### src/rtl/handshake_protocol_monitor_if.sv
// Ready/valid bundle for N parallel channels; channel i owns bit i of valid/ready
// and data[i*DATA_W +: DATA_W].
interface handshake_protocol_monitor_if #(
  parameter int N_CH   = 3,
  parameter int DATA_W = 5
);
  logic [N_CH-1:0]        valid;
  logic [N_CH-1:0]        ready;
  logic [N_CH*DATA_W-1:0] data;

  modport master  (output valid, output data, input ready);
  modport slave   (input valid, input data, output ready);
  modport monitor (input valid, input ready, input data);
endinterface

### src/rtl/handshake_protocol_monitor.sv
// Passive per-channel ready/valid protocol checker: transfer counts, sticky
// valid-drop / data-change / stall flags and first-error capture.
module handshake_protocol_monitor #(
  parameter int N_CH      = 3,
  parameter int DATA_W    = 5,
  parameter int CNT_W     = 16,
  parameter int STALL_MAX = 64
) (
  input  logic                             CLK,
  input  logic                             RESET,
  handshake_protocol_monitor_if.monitor    bus,
  input  logic                             clear,
  output logic [N_CH*CNT_W-1:0]            xfer_count,
  output logic [N_CH-1:0]                  err_valid_drop,
  output logic [N_CH-1:0]                  err_data_change,
  output logic [N_CH-1:0]                  err_stall,
  output logic                             any_error,
  output logic                             first_err_valid,
  output logic [((N_CH > 1) ? $clog2(N_CH) : 1)-1:0] first_err_ch,
  output logic [1:0]                       first_err_code
);
  localparam int          CH_W       = (N_CH > 1) ? $clog2(N_CH) : 1;
  localparam logic [15:0] STALL_LAST = 16'(STALL_MAX - 1);
  localparam logic [15:0] STALL_TOP  = 16'(STALL_MAX);

  typedef enum logic {ST_IDLE = 1'b0, ST_PEND = 1'b1} state_t;

  state_t            state_r     [N_CH];
  logic [DATA_W-1:0] latch_r     [N_CH];
  logic [15:0]       stall_cnt_r [N_CH];
  logic [CNT_W-1:0]  cnt_r       [N_CH];

  logic [N_CH-1:0] xfer_s, ev_vd_s, ev_dc_s, ev_st_s;
  logic            fe_hit_s;
  logic [CH_W-1:0] fe_ch_s;
  logic [1:0]      fe_code_s;
  logic [1:0]      code_s [N_CH];

  // Per-channel violation events for this cycle, and lowest-channel / lowest-code pick
  always_comb begin
    fe_ch_s   = {CH_W{1'b0}};
    fe_code_s = 2'd0;
    for (int i = N_CH - 1; i >= 0; i--) begin
      xfer_s[i]  = bus.valid[i] & bus.ready[i];
      ev_vd_s[i] = (state_r[i] == ST_PEND) & ~bus.valid[i];
      ev_dc_s[i] = (state_r[i] == ST_PEND) & bus.valid[i] &
                   (bus.data[i*DATA_W +: DATA_W] != latch_r[i]);
      ev_st_s[i] = (state_r[i] == ST_PEND) & bus.valid[i] & ~bus.ready[i] &
                   (stall_cnt_r[i] == STALL_LAST);
      code_s[i]  = ev_vd_s[i] ? 2'd1 : (ev_dc_s[i] ? 2'd2 : (ev_st_s[i] ? 2'd3 : 2'd0));
      fe_ch_s    = (code_s[i] != 2'd0) ? CH_W'(i) : fe_ch_s;
      fe_code_s  = (code_s[i] != 2'd0) ? code_s[i] : fe_code_s;
    end
    fe_hit_s = |(ev_vd_s | ev_dc_s | ev_st_s);
  end

  // Channel FSM, payload latch and stall counter; clear deliberately leaves these running
  always_ff @(posedge CLK) begin
    for (int i = 0; i < N_CH; i++) begin
      if (RESET) begin
        state_r[i]     <= ST_IDLE;
        latch_r[i]     <= {DATA_W{1'b0}};
        stall_cnt_r[i] <= 16'd0;
      end else begin
        case (state_r[i])
          ST_IDLE: begin
            if (bus.valid[i] && !bus.ready[i]) begin
              state_r[i] <= ST_PEND;
              latch_r[i] <= bus.data[i*DATA_W +: DATA_W];
            end
            stall_cnt_r[i] <= 16'd0;
          end
          ST_PEND: begin
            if (!bus.valid[i] || bus.ready[i]) begin
              state_r[i]     <= ST_IDLE;
              stall_cnt_r[i] <= 16'd0;
            end else if (stall_cnt_r[i] != STALL_TOP) begin
              stall_cnt_r[i] <= stall_cnt_r[i] + 16'd1;
            end
          end
          default: begin
            state_r[i]     <= ST_IDLE;
            stall_cnt_r[i] <= 16'd0;
          end
        endcase
      end
    end
  end

  // Saturating transfer counters, sticky flags and first-error capture
  always_ff @(posedge CLK) begin
    if (RESET || clear) begin
      for (int i = 0; i < N_CH; i++) cnt_r[i] <= {CNT_W{1'b0}};
      err_valid_drop  <= {N_CH{1'b0}};
      err_data_change <= {N_CH{1'b0}};
      err_stall       <= {N_CH{1'b0}};
      any_error       <= 1'b0;
      first_err_valid <= 1'b0;
      first_err_ch    <= {CH_W{1'b0}};
      first_err_code  <= 2'd0;
    end else begin
      for (int i = 0; i < N_CH; i++) begin
        if (xfer_s[i] && (cnt_r[i] != {CNT_W{1'b1}})) cnt_r[i] <= cnt_r[i] + CNT_W'(1);
      end
      err_valid_drop  <= err_valid_drop  | ev_vd_s;
      err_data_change <= err_data_change | ev_dc_s;
      err_stall       <= err_stall       | ev_st_s;
      any_error       <= any_error | fe_hit_s;
      if (!first_err_valid && fe_hit_s) begin
        first_err_valid <= 1'b1;
        first_err_ch    <= fe_ch_s;
        first_err_code  <= fe_code_s;
      end
    end
  end

  for (genvar g = 0; g < N_CH; g++) begin : g_cnt
    assign xfer_count[g*CNT_W +: CNT_W] = cnt_r[g];
  end
endmodule

### src/flat_wrapper.sv
// flat-port wrapper written by rule: the top's interface ports become plain ports
module handshake_protocol_monitor_flat 
#(
  parameter int N_CH      = 3,
  parameter int DATA_W    = 5,
  parameter int CNT_W     = 16,
  parameter int STALL_MAX = 64
)
  (CLK, RESET, clear, xfer_count, err_valid_drop, err_data_change, err_stall, any_error, first_err_valid, first_err_ch, first_err_code, bus_valid, bus_ready, bus_data);
  handshake_protocol_monitor_if #(.N_CH(N_CH), .DATA_W(DATA_W)) bus_i ();
  input  logic CLK;
  input  logic RESET;
  input  logic clear;
  output logic [N_CH*CNT_W-1:0] xfer_count;
  output logic [N_CH-1:0] err_valid_drop;
  output logic [N_CH-1:0] err_data_change;
  output logic [N_CH-1:0] err_stall;
  output logic any_error;
  output logic first_err_valid;
  output logic [((N_CH > 1) ? $clog2(N_CH) : 1)-1:0] first_err_ch;
  output logic [1:0] first_err_code;
  input wire logic [$bits(bus_i.valid)-1:0] bus_valid;
  input wire logic [$bits(bus_i.ready)-1:0] bus_ready;
  input wire logic [$bits(bus_i.data)-1:0] bus_data;
  assign bus_i.valid = bus_valid;
  assign bus_i.ready = bus_ready;
  assign bus_i.data = bus_data;
  handshake_protocol_monitor #(.N_CH(N_CH), .DATA_W(DATA_W), .CNT_W(CNT_W), .STALL_MAX(STALL_MAX)) u_core (.CLK(CLK), .RESET(RESET), .bus(bus_i), .clear(clear), .xfer_count(xfer_count), .err_valid_drop(err_valid_drop), .err_data_change(err_data_change), .err_stall(err_stall), .any_error(any_error), .first_err_valid(first_err_valid), .first_err_ch(first_err_ch), .first_err_code(first_err_code));
endmodule
### config.mk
export PLATFORM = sky130hd
export DESIGN_NAME = handshake_protocol_monitor_flat
export DESIGN_NICKNAME = d
export VERILOG_FILES = /design/src/rtl/handshake_protocol_monitor_if.sv /design/src/rtl/handshake_protocol_monitor.sv /design/src/flat_wrapper.sv
export SDC_FILE = /design/constraint.sdc
export NUM_CORES = 1
export LEC_CHECK = 0
export CORE_UTILIZATION = 40
export CTS_BUF_LIST = sky130_fd_sc_hd__clkbuf_4 sky130_fd_sc_hd__clkbuf_8 sky130_fd_sc_hd__clkbuf_16
export DETAILED_ROUTE_END_ITERATION = 16
export MAX_ROUTING_LAYER = met4
export PLACE_DENSITY = 0.66
export SYNTH_ARGS = -nofsm -noshare
export SYNTH_HDL_FRONTEND = slang
export SYNTH_SLANG_ARGS = --single-unit
export TNS_END_PERCENT = 30
### constraint.sdc
create_clock -name CLK -period 4.15 [get_ports CLK]
set_input_delay 0.6225 -clock CLK [delete_from_list [all_inputs] [get_ports CLK]]
set_output_delay 0.6225 -clock CLK [all_outputs]
set_load 0.005 [all_outputs]
==> results.toml <==
[status]
outcome = "complete, no violations"

[drt]
vias = 4950
first_iter_violations = 239
first_pass_iters = 5
postRouteAntennaNets = 0
route.detailed.drc = 0
via_per_inst = 5.12
wl_per_cell_um = 15.0
drt-total-wl_mm = 14.5

[sta]
fin_crit_ns = 2.86
setup_tns_ns = 0
fin_skew_ns = 0.0101
report.final.setup_viol = 0
finalHoldViolCount = 0
finalMaxSlewViolations = 0
slew_headroom_pct = 43.5
clock.fmax_mhz = 349
fin_crit_sh_pct = 69.0
worst_slew_pin_slew_ns = 0.845
rsz0062_at_grt = "false"

[global_routing]
track_usage_pct = 18.0
grt_pass1_wl_mm = 23.8
grt_max_degree = 46
grt_pass1_vias = 4804
antenna_found_initial = 0
grt-ovfl-total = 0

[place]
hpwlAfterDp_mm = 10.5
io_buffers = 86
placed_cell_area_sq_um = 7800
globalplace.congestion = 0.833

[synthesis]
syn_avg_cell_area_sq_um = 10.6
syn_inst = 642
synthDistinctLibCells = 51
ys_seq_elements = 129
synth_area_sq_um = 6780
async_reset_ff_share_pct = 0
yosysSeqAreaShare_pct = 54.9
ys.flop_type = "edfxtp_1"
syn-num-nets = 675
yosys_warnings = 0
synth-edff-count = 114

[layout]
antenna_cells = 0
final_common_cell = "nor2_1"
final_nets = 766
syn2layout_area_growth_pct = 24.0
drive_above_1_share_pct = 6.03
final_cell_mix = "nor2_1 (136), edfxtp_1 (114), clkdlybuf4s50_1 (86)"
final_cell_area_sq_um = 8410

[setup_path]
path_delay_family = "simple AND/OR/NAND/NOR gates"
reg2reg_depth = 7
slowest_stage = "nand2_2"
worstPathRequired_ns = 4.28
crit_fanout = 45
cp_data_arrival_time_ns = 3.00
cp_cell_sequence = "ha_1, and3_1, nand4_1, o311ai_2, nand3_1, nand2_2, nor2_1"
regToRegSetupSlack_ns = 1.29
critPathKind = "flop to flop"
end_kind = "flop"
r2r_start = "u_core.cnt_r[0][1]$_SDFFCE_PN0P_"
worst-path-buf-inv = 0
start_kind = "flop"
slowest_delay_ns = 0.68
r2r_end = "u_core.cnt_r[0][3]$_SDFFCE_PN0P_"
cp-startpoint = "u_core.cnt_r[0][1]$_SDFFCE_PN0P_"

[die]
ios = 87
core_region_area_sq_um = 16600
die_w_um = 132
fp-row-count = 47
die_y_um = 132
initial_core_util_pct = 40.9
dieArea_sq_um = 17500

[power]
ir_drop_v = 0.000376
leakage_nw = 2.94
clockPowerShare_pct = 46.4
powerDensity_nw_per_um2 = 388
swShare_pct = 21.4
p_int_mw = 2.56
finalPower_mw = 3.26
p_switching_mw = 0.699
seqPwrFrac_pct = 46.3
combPwrFrac_pct = 7.3

[clock_network]
postCtsHoldBufs = 0
clk_pin_slew_worst_paths_ns = 0.06
cts_buffer_depth = 2
post_cts_buffers = 0
insertion_delay_ns = 0.42
cts_tree = "yes"
cts_buffers = 17
h-tree-depth = 4
cts-root-buf = "clkbuf_16"
cts.sinks = 129
cts_resized = 0

[worst_hold_path]
min_delay_path_depth = 2
min_path_type = "flop to flop"
hold_start = "u_core.err_stall[2]$_SDFF_PP0_"
whs_endpoint = "u_core.err_stall[2]$_SDFF_PP0_"

[run]
timing.max_cap.violations = 0
## worst min-delay path: stages, from the launching register on
cell     delay (ns)
dfxtp_1        0.31
inv_1          0.05
a21oi_1        0.05
## kinds of logic after synthesis
group                      share of synthesized area [%]
AOI/OAI and AO/OA                                   4.34
xor gates and xnor gates                            12.1
adders and majority gates                           1.66
buffers and inverters                               3.54
DFF                                                 54.9
muxes                                              0.148
and+or+nand+nor                                     23.3
## sequential cells by signal, indices dropped and copies added (netlist names), 2 cells and up
signal and count:
u_core.err_stall 3, u_core.stall_cnt_r 48, u_core.cnt_r 48, u_core.err_data_change 3, u_core.state_r 3, u_core.first_err_ch 2, u_core.latch_r 15, u_core.err_valid_drop 3
u_core.first_err_code 2
## per-stage QoR
step                util [%]  cells  worst slack, ns  hold WS, ns
finish                  50.7    966             1.29        0.459
global route            50.7    966             1.04        0.483
CTS                     50.7    966             1.24        0.467
detailed placement      47.0    934             1.18        0.457
global placement        47.0    934             1.22        0.455
floorplan                  -    642             1.99        0.442
## area by class of cell
| cell class | count | area (sq um) |
|---|---|---|
| multi-input combinational | 468 | 2820 |
| tap | 220 | 275 |
| sequential | 129 | 3720 |
| fill | 1482 | 8180 |
| clock buffer | 24 | 509 |
| timing repair buffer | 87 | 868 |
| clock inverter | 8 | 101 |
| inverter | 30 | 113 |
## power groups by stage
| stage | combinational, mW | clock, mW | sequential, mW |
|---|---|---|---|
| after floorplan | 0.116 | 0 | 1.52 |
| after global placement | 0.234 | 0 | 1.53 |
| after detailed placement | 0.237 | 0 | 1.53 |
| after CTS | 0.240 | 1.54 | 1.51 |
| after global routing | 0.259 | 1.59 | 1.52 |
| final | 0.237 | 1.51 | 1.51 |
## Yosys cell counts, drive strengths merged, types with 7 or more instances
cell	n	area, sq um
a21oi	12	60.1
and2	18	113
and3	16	100
buf	11	113
dfxtp	15	300
edfxtp	114	3420
ha	9	113
inv	30	113
nand2	43	166
nand2b	7	43.8
nand3	38	190
nand4	17	106
nor2	136	510
nor3	7	35.0
nor4	7	65.1
o21ai	9	45.0
or3	11	68.8
xnor2	46	403
xor2	48	420
## worst max-delay path by stage
stage | to | slack (ns) | cells after the start
finish | u_core.cnt_r[0][3]$_SDFFCE_PN0P_ | 1.29 | 7
global route | u_core.cnt_r[0][19]$_SDFFCE_PN0P_ | 1.04 | 7
CTS | u_core.cnt_r[0][3]$_SDFFCE_PN0P_ | 1.24 | 7
detailed placement | u_core.first_err_code[1]$_SDFFE_PP0P_ | 1.18 | 7
global placement | u_core.first_err_code[1]$_SDFFE_PP0P_ | 1.22 | 7
floorplan | u_core.cnt_r[0][34]$_SDFFCE_PN0P_ | 1.99 | 9
## routing by layer
metal | part of all wire (%) | routed length, um | GRT usage, %
met2 | 47 | 6870 | 27.7
met4 | 1.4 | 204 | 6.26
met3 | 5.3 | 766 | 6.00
met1 | 46 | 6680 | 22.1
met5 | 0 | 0 | -
Note: power is estimated with default switching activity, not from simulation.
